[config.mk]
export PLATFORM = sky130hd
export DESIGN_NAME = addr_sub32b_seq
export DESIGN_NICKNAME = d
export VERILOG_FILES = /design/src/rtl/addr_sub32b_seq.sv
export SDC_FILE = /design/constraint.sdc
export NUM_CORES = 1
export LEC_CHECK = 0
export BUFFER_PORTS_ARGS = -buffer_cell sky130_fd_sc_hd__buf_2
export CAP_MARGIN = 20
export CELL_PAD_IN_SITES_DETAIL_PLACEMENT = 1
export CELL_PAD_IN_SITES_GLOBAL_PLACEMENT = 2
export CORE_MARGIN = 2
export CORE_UTILIZATION = 36
export DETAILED_ROUTE_END_ITERATION = 7
export GPL_ROUTABILITY_DRIVEN = 0
export PLACE_DENSITY_LB_ADDON = 0.08
export SLEW_MARGIN = 20
export SYNTH_ARGS = -nofsm -noshare
export SYNTH_HDL_FRONTEND = slang
export SYNTH_SLANG_ARGS = --single-unit
export TNS_END_PERCENT = 1
[constraint.sdc]
create_clock -name clk -period 6.7 [get_ports clk]
set_clock_uncertainty 0.1 [all_clocks]
set_input_delay 1.005 -clock clk [delete_from_list [all_inputs] [get_ports clk]]
set_output_delay 1.005 -clock clk [all_outputs]
set_load 0.05 [all_outputs]
[src/rtl/addr_sub32b_seq.sv]
// Sequential 32-bit address subtractor: d = a - b mod 2^32, CHUNK bits per cycle, LSB first.
// Define ADDR_SUB_UNDERFLOW_EN to expose the final borrow (a < b unsigned) on port 'borrow'.

module addr_sub_chunk #(
  parameter int W = 8
) (
  input  logic [W-1:0] x,
  input  logic [W-1:0] y,
  input  logic         bin,
  output logic [W-1:0] diff,
  output logic         bout
);
  logic [W:0] r;

  // One extra bit catches the borrow: the true result lies in [-2^W, 2^W).
  assign r    = {1'b0, x} - {1'b0, y} - {{W{1'b0}}, bin};
  assign diff = r[W-1:0];
  assign bout = r[W];
endmodule

module addr_sub32b_seq #(
  parameter int CHUNK = 8
) (
  input  logic        clk,
  input  logic        rst_n,
  input  logic        in_valid,
  output logic        in_ready,
  input  logic [31:0] a,
  input  logic [31:0] b,
  output logic        out_valid,
  input  logic        out_ready,
  output logic [31:0] d
`ifdef ADDR_SUB_UNDERFLOW_EN
  ,
  output logic        borrow
`endif
);
  localparam int NCYC = 32 / CHUNK;
  localparam int CW   = (NCYC > 1) ? $clog2(NCYC) : 1;
  localparam logic [CW-1:0] LAST = CW'(NCYC - 1);

  typedef enum logic [1:0] {IDLE, BUSY, DONE} state_t;

  typedef struct packed {
    logic [31:0] a;
    logic [31:0] b;
  } op_t;

  state_t           state, state_nxt;
  op_t              op_q;
  logic [31:0]      d_q;
  logic [CW-1:0]    cnt;
  logic             brw;
  logic [CHUNK-1:0] a_k, b_k, d_k;
  logic             brw_nxt;

  always_comb begin
    a_k = op_q.a[int'(cnt) * CHUNK +: CHUNK];
    b_k = op_q.b[int'(cnt) * CHUNK +: CHUNK];
  end

  addr_sub_chunk #(.W(CHUNK)) u_chunk (
    .x    (a_k),
    .y    (b_k),
    .bin  (brw),
    .diff (d_k),
    .bout (brw_nxt)
  );

  always_comb begin
    state_nxt = state;
    case (state)
      IDLE:    if (in_valid)      state_nxt = BUSY;
      BUSY:    if (cnt == LAST)   state_nxt = DONE;
      DONE:    if (out_ready)     state_nxt = IDLE;
      default:                    state_nxt = IDLE;
    endcase
  end

  always_ff @(posedge clk or negedge rst_n) begin
    if (!rst_n) begin
      state <= IDLE;
      op_q  <= '0;
      d_q   <= '0;
      cnt   <= '0;
      brw   <= 1'b0;
    end else begin
      state <= state_nxt;
      case (state)
        IDLE: if (in_valid) begin
          op_q <= '{a: a, b: b};
          cnt  <= '0;
          brw  <= 1'b0;
        end
        BUSY: begin
          // Borrow crosses chunk boundaries only through the brw flop.
          d_q[int'(cnt) * CHUNK +: CHUNK] <= d_k;
          brw <= brw_nxt;
          cnt <= (cnt == LAST) ? '0 : cnt + 1'b1;
        end
        default: ;
      endcase
    end
  end

  assign in_ready  = (state == IDLE);
  assign out_valid = (state == DONE);
  assign d         = d_q;
`ifdef ADDR_SUB_UNDERFLOW_EN
  assign borrow    = brw;
`endif
endmodule

# After elaboration in Yosys (flattened, before gate mapping)
# Index checks and enable logic that the tools add are counted.
# totals
reg_bits	101
mem_count	0
in_bits	68
word_cells	35
mem_bits_ro	0
ram_bits	0
out_inout_bits	34
latchBits	0
# classes
mul	0
reduce_logical	5
n_eq_ne	6
bitwise_logic	0
magnitude_cmp	0
shift	4
div_mod_pow	0
addsub	4
n_mux	10
# op_table
op	n
indexed part select 32 x 6 -> 8 bit	2
negation 5 -> 33 bit	1
variable shift 8 x 33 -> 32 bit, first input constant	1
indexed part select 8 x 33 -> 32 bit	1
bitwise mux 32 bit	1
two-way mux 2 bit	5
subtractor 8 x 8 -> 9 bit	1
subtractor 9 x 1 -> 9 bit	1
case mux 2 bit (3 select lines)	1
equality test 2 bit, second input constant	2
inequality test 2 bit, second input constant	2
case mux 2 bit (2 select lines)	1
AND reduction 2 bit	2
AND reduction 3 bit	1
adder 2 x 1 -> 2 bit, second input constant	1
equality test 2 x 1 -> 1 bit, second input constant	1
zero test 2 bit	1
inequality test 2 x 1 -> 1 bit, second input constant	1
case mux 1 bit (2 select lines)	1
nonzero test 2 bit	1
two-way mux 1 bit	1

# Depth between registers and ports, before layout
# depth
depth_word	5
depth_mapped	11
mapped_depth_nobuf	9

# Modules after synthesis
# A second synthesis with hierarchy kept.
# hier_totals
hier_cells	387
hier_area_um2	5177.5
# modules_own_cells
mod	seq_area_each_um2	area_per_inst_um2	instances	cells_each
addr_sub32b_seq	2527.4	4633.2	1	311
addr_sub_chunk	0.0	544.3	1	76

# Least setup slack after synthesis
# OpenSTA, ideal clock, no wires.
# synth_path
path_type	register to register
startpoint	register cnt[0]
endpoint	register d_q[15] (netlist: d[15])
setup_ns	0.132
arrival_ns	3.011
t_required_ns	6.468
setup_slack_ns	3.457
path_stages_with_launch	11
period_less_slack_ns	3.243
n_path_buf	2
path_cell_list	dfrtp_1 -> buf_4 -> buf_2 -> mux4_2 -> ha_1 -> inv_1 -> ha_1 -> a21o_1 -> a2111oi_4 -> or4_1 -> nand3_1
# synth_via
elab_chain_len	5
elab_cells_between_ends	8
classes_between	add/sub: 3; shift: 4; mux: 1
# synth_lines
item	line_no	rtl
from (decl)	52	logic [CW-1:0] cnt;
from (signal assigned)	99	cnt <= (cnt == LAST) ? '0 : cnt + 1'b1;
indexed part select 32 x 6 -> 8 bit, on equally long branches	58, 59	
subtractor 8 x 8 -> 9 bit	16	assign r = {1'b0, x} - {1'b0, y} - {{W{1'b0}}, bin};
subtractor 9 x 1 -> 9 bit	16	
indexed part select 8 x 33 -> 32 bit	97	d_q[int'(cnt) * CHUNK +: CHUNK] <= d_k;
bitwise mux 32 bit *	97	
to (signal, indexed assignment)	97	
to (decl)	51	logic [31:0] d_q;
# Mark *: on every way between the ends. The rest lies on a longest branch, timed or not.
# A chain may end at the register's enable or synchronous reset.

# Worst setup path in the final report
# layout_path
startpoint	register cnt[0]
endpoint	register d_q[28] (netlist: d[28])
# Same word-level chain as after synthesis.

==> results.cfg <==
[worst_setup_path]
worstPathArrival_ns = 3.57
required_ns = 6.88
end_kind = register
r2r-start = cnt[0]
startpoint_type = register
worstSetupPathType = reg -> reg
crit_path_max_fanout = 19
startpoint = cnt[0]

[global_route]
grt_overflow = 0
grt_use_total = 0.185
grt_pass1_wl_microns = 20800
grt_pass1_vias = 4106
grt_start_max_net_pins = 68
antenna_found_initial = 0

[floorplanning]
chipHeight_microns = 120
die_area_sq_mm = 0.0145
die_w_microns = 120
core_area_sq_mm = 0.0132
io_pins = 102
start_util = 0.368
rows = 42

[cells_and_area]
area_delta_synth_final_pct = 19.7
antenna-diode-count = 0
regArea_sq_mm = 0.00253
final.fill_count = 1586
nNetsFinal = 683
drive_gt1_frac = 0.229
multi_input_area_sq_mm = 0.00216

[clocking]
clockBufferDepth = 2
cts_max_level = 3
cts_hold_buf = 0
clk-insertion-delay-late_ns = 0.34
cts_buffers = 9
cts.sinks = 101
post-cts-setup-buffer-count = 0
clk_pin_slew_ns = 0.07
post_cts_resized = 0
cts-root-buf = clkbuf_16
cts_tree = yes

[timing]
maxSlewViolCount = 0
period_share = 0.507
final_hold_viol_count = 0
fmax_mhz = 295
tightest_slew_ns = 0.918
rsz0062_at_grt = no
fin_crit_ns = 3.39
setup_tns_ns = 0
setup_viol = 0
relSlewSlack = 0.388

[drt]
via_per_inst = 4.91
drt_iter0_markers = 145
post-route-drc-count = 0
drtAntennaViolNets = 0
dr.pass1.iters = 4
via_count = 3809
wl_per_cell_microns = 16.1
wirelength_microns = 12500

[yosys]
synth_warnings = 0
syn_inst = 503
ys_ff_latch = 101
avgSynthCellArea_sq_um = 9.68
yosysSeqAreaShare = 0.519
synth_cell_types = 40
syn_nets = 591
mappedNetlistArea_sq_mm = 0.00487

[status]
status = finished, final reports clean

[min_path]
hold_path.class = reg -> reg
hold_path.startpoint = op_q[61]

[run]
drv_cap = 0

[placement]
port_buffers = 101
hpwl_microns = 9130
[cells in the final DEF, fill, tap and decap left out, types with 2 or more instances in the layout]
| master | n |
|---|---|
| nand2_1 | 214 |
| dfrtp_1 | 101 |
| buf_2 | 100 |
| inv_1 | 25 |
| ha_1 | 18 |
| mux4_2 | 16 |
| a22o_1 | 14 |
| o21ai_0 | 11 |
| clkbuf_16 | 9 |
| nor3_1 | 7 |
| nand3b_1 | 6 |
| nand2b_1 | 6 |
| o31ai_1 | 6 |
| nand3_1 | 5 |
| buf_4 | 5 |
| nor2_1 | 4 |
| nor2b_1 | 4 |
| or3_1 | 4 |
| o21ai_1 | 4 |
| or4_1 | 4 |
| a222oi_1 | 4 |
| nor4_1 | 3 |
| clkbuf_1 | 3 |
| o21a_1 | 2 |
| a21o_1 | 2 |
| o311a_1 | 2 |
| xnor2_1 | 2 |
| fa_1 | 2 |
| clkbuf_8 | 2 |
[cell families (layout without fill, tap and decap cells)]
kind of cell	count (synthesis)	after routing	synth area share
adder cells (fa/ha/maj)	20	20	0.0545
AND/OR/NAND/NOR	261	261	0.223
buffers and inverters	49	145	0.0396
flip-flops	101	101	0.519
XOR/XNOR	3	3	0.00540
AO/OA/AOI/OAI	53	53	0.0850
multiplexers	16	16	0.0740
[metrics by stage]
step	util	setup slack, ns	hold slack, ns	instances	area [sq um]
global placement	0.418	3.37	0.356	760	5540
finish	0.440	3.31	0.370	775	5830
detailed placement	0.418	3.30	0.363	760	5540
floorplan	-	3.46	0.340	503	4870
CTS	0.440	3.28	0.379	775	5830
global route	0.440	3.05	0.401	775	5830
[metal layers]
metal / share of wire / wire length, microns / global-route usage
met4: 0.014 / 173 / 0.0589
met2: 0.49 / 6130 / 0.313
met5: 0 / 0 / 0
met1: 0.46 / 5760 / 0.244
met3: 0.034 / 421 / 0.0283
[cells in the mapped netlist (all sizes together)]
library cell  number  area, sq um
a2111o             1         11.3
a2111oi            1         27.5
a21boi             1         7.51
a21o               2         15.0
a21oi              1         5.00
a222oi             4         40.0
a22o              14          123
a22oi              1         7.51
a31oi              1         6.26
and2               1         6.26
buf                8         38.8
clkbuf            16         60.1
dfrtp            101         2530
fa                 2         40.0
ha                18          225
inv               25         93.8
mux4              16          360
nand2            215          807
nand2b             6         37.5
nand3              5         25.0
nand3b             6         45.0
nor2               4         15.0
nor2b              4         25.0
nor3               7         35.0
nor3b              1         7.51
nor4               3         18.8
o211ai             1         7.51
o21a               2         15.0
o21ai             15         75.1
o311a              2         20.0
o31a               1         8.76
o31ai              6         45.0
or2                1         6.26
or3                4         25.0
or4                4         30.0
xnor2              2         17.5
xor2               1         8.76
[critical path: stages, from the launching register on]
cell and delay (ns):
dfrtp_1 0.46, buf_4 0.39, mux4_2 0.55, inv_1 0.09, fa_1 0.19, inv_1 0.06
fa_1 0.42, a21boi_0 0.36, nor2_1 0.09, xnor2_1 0.40, a22o_1 0.19
[state kept, by name, indices dropped and copies added (netlist names)]
name / cells
op_q: 64
d: 32
cnt: 2
state: 2
brw: 1
[worst paths after layout]
| kind | endpoint | slack [ns] | depth (start not counted) |
|---|---|---|---|
| worst min-delay path | op_q[61] | 0.37 | 2 |
| worst min register to register | op_q[61] | 0.37 | 2 |
| worst max-delay path | d[28] | 3.31 | 10 |
| min in group asynchronous | d[13] | 0.50 | 1 |
| worst max register to register | d[28] | 3.31 | 10 |
| max in group asynchronous | op_q[54] | 4.78 | 2 |
[area by class of cell]
class                      count  share of cell area
clock buffer                  14              0.0453
clock inverter                 1             0.00515
inverter                      25              0.0161
multi-input combinational    353               0.370
sequential                   101               0.433
tap                          176              0.0378
timing repair buffer         105              0.0923
Power is not shown: default switching activity piles up to over one toggle a cycle in this logic, so the estimate is an artifact.
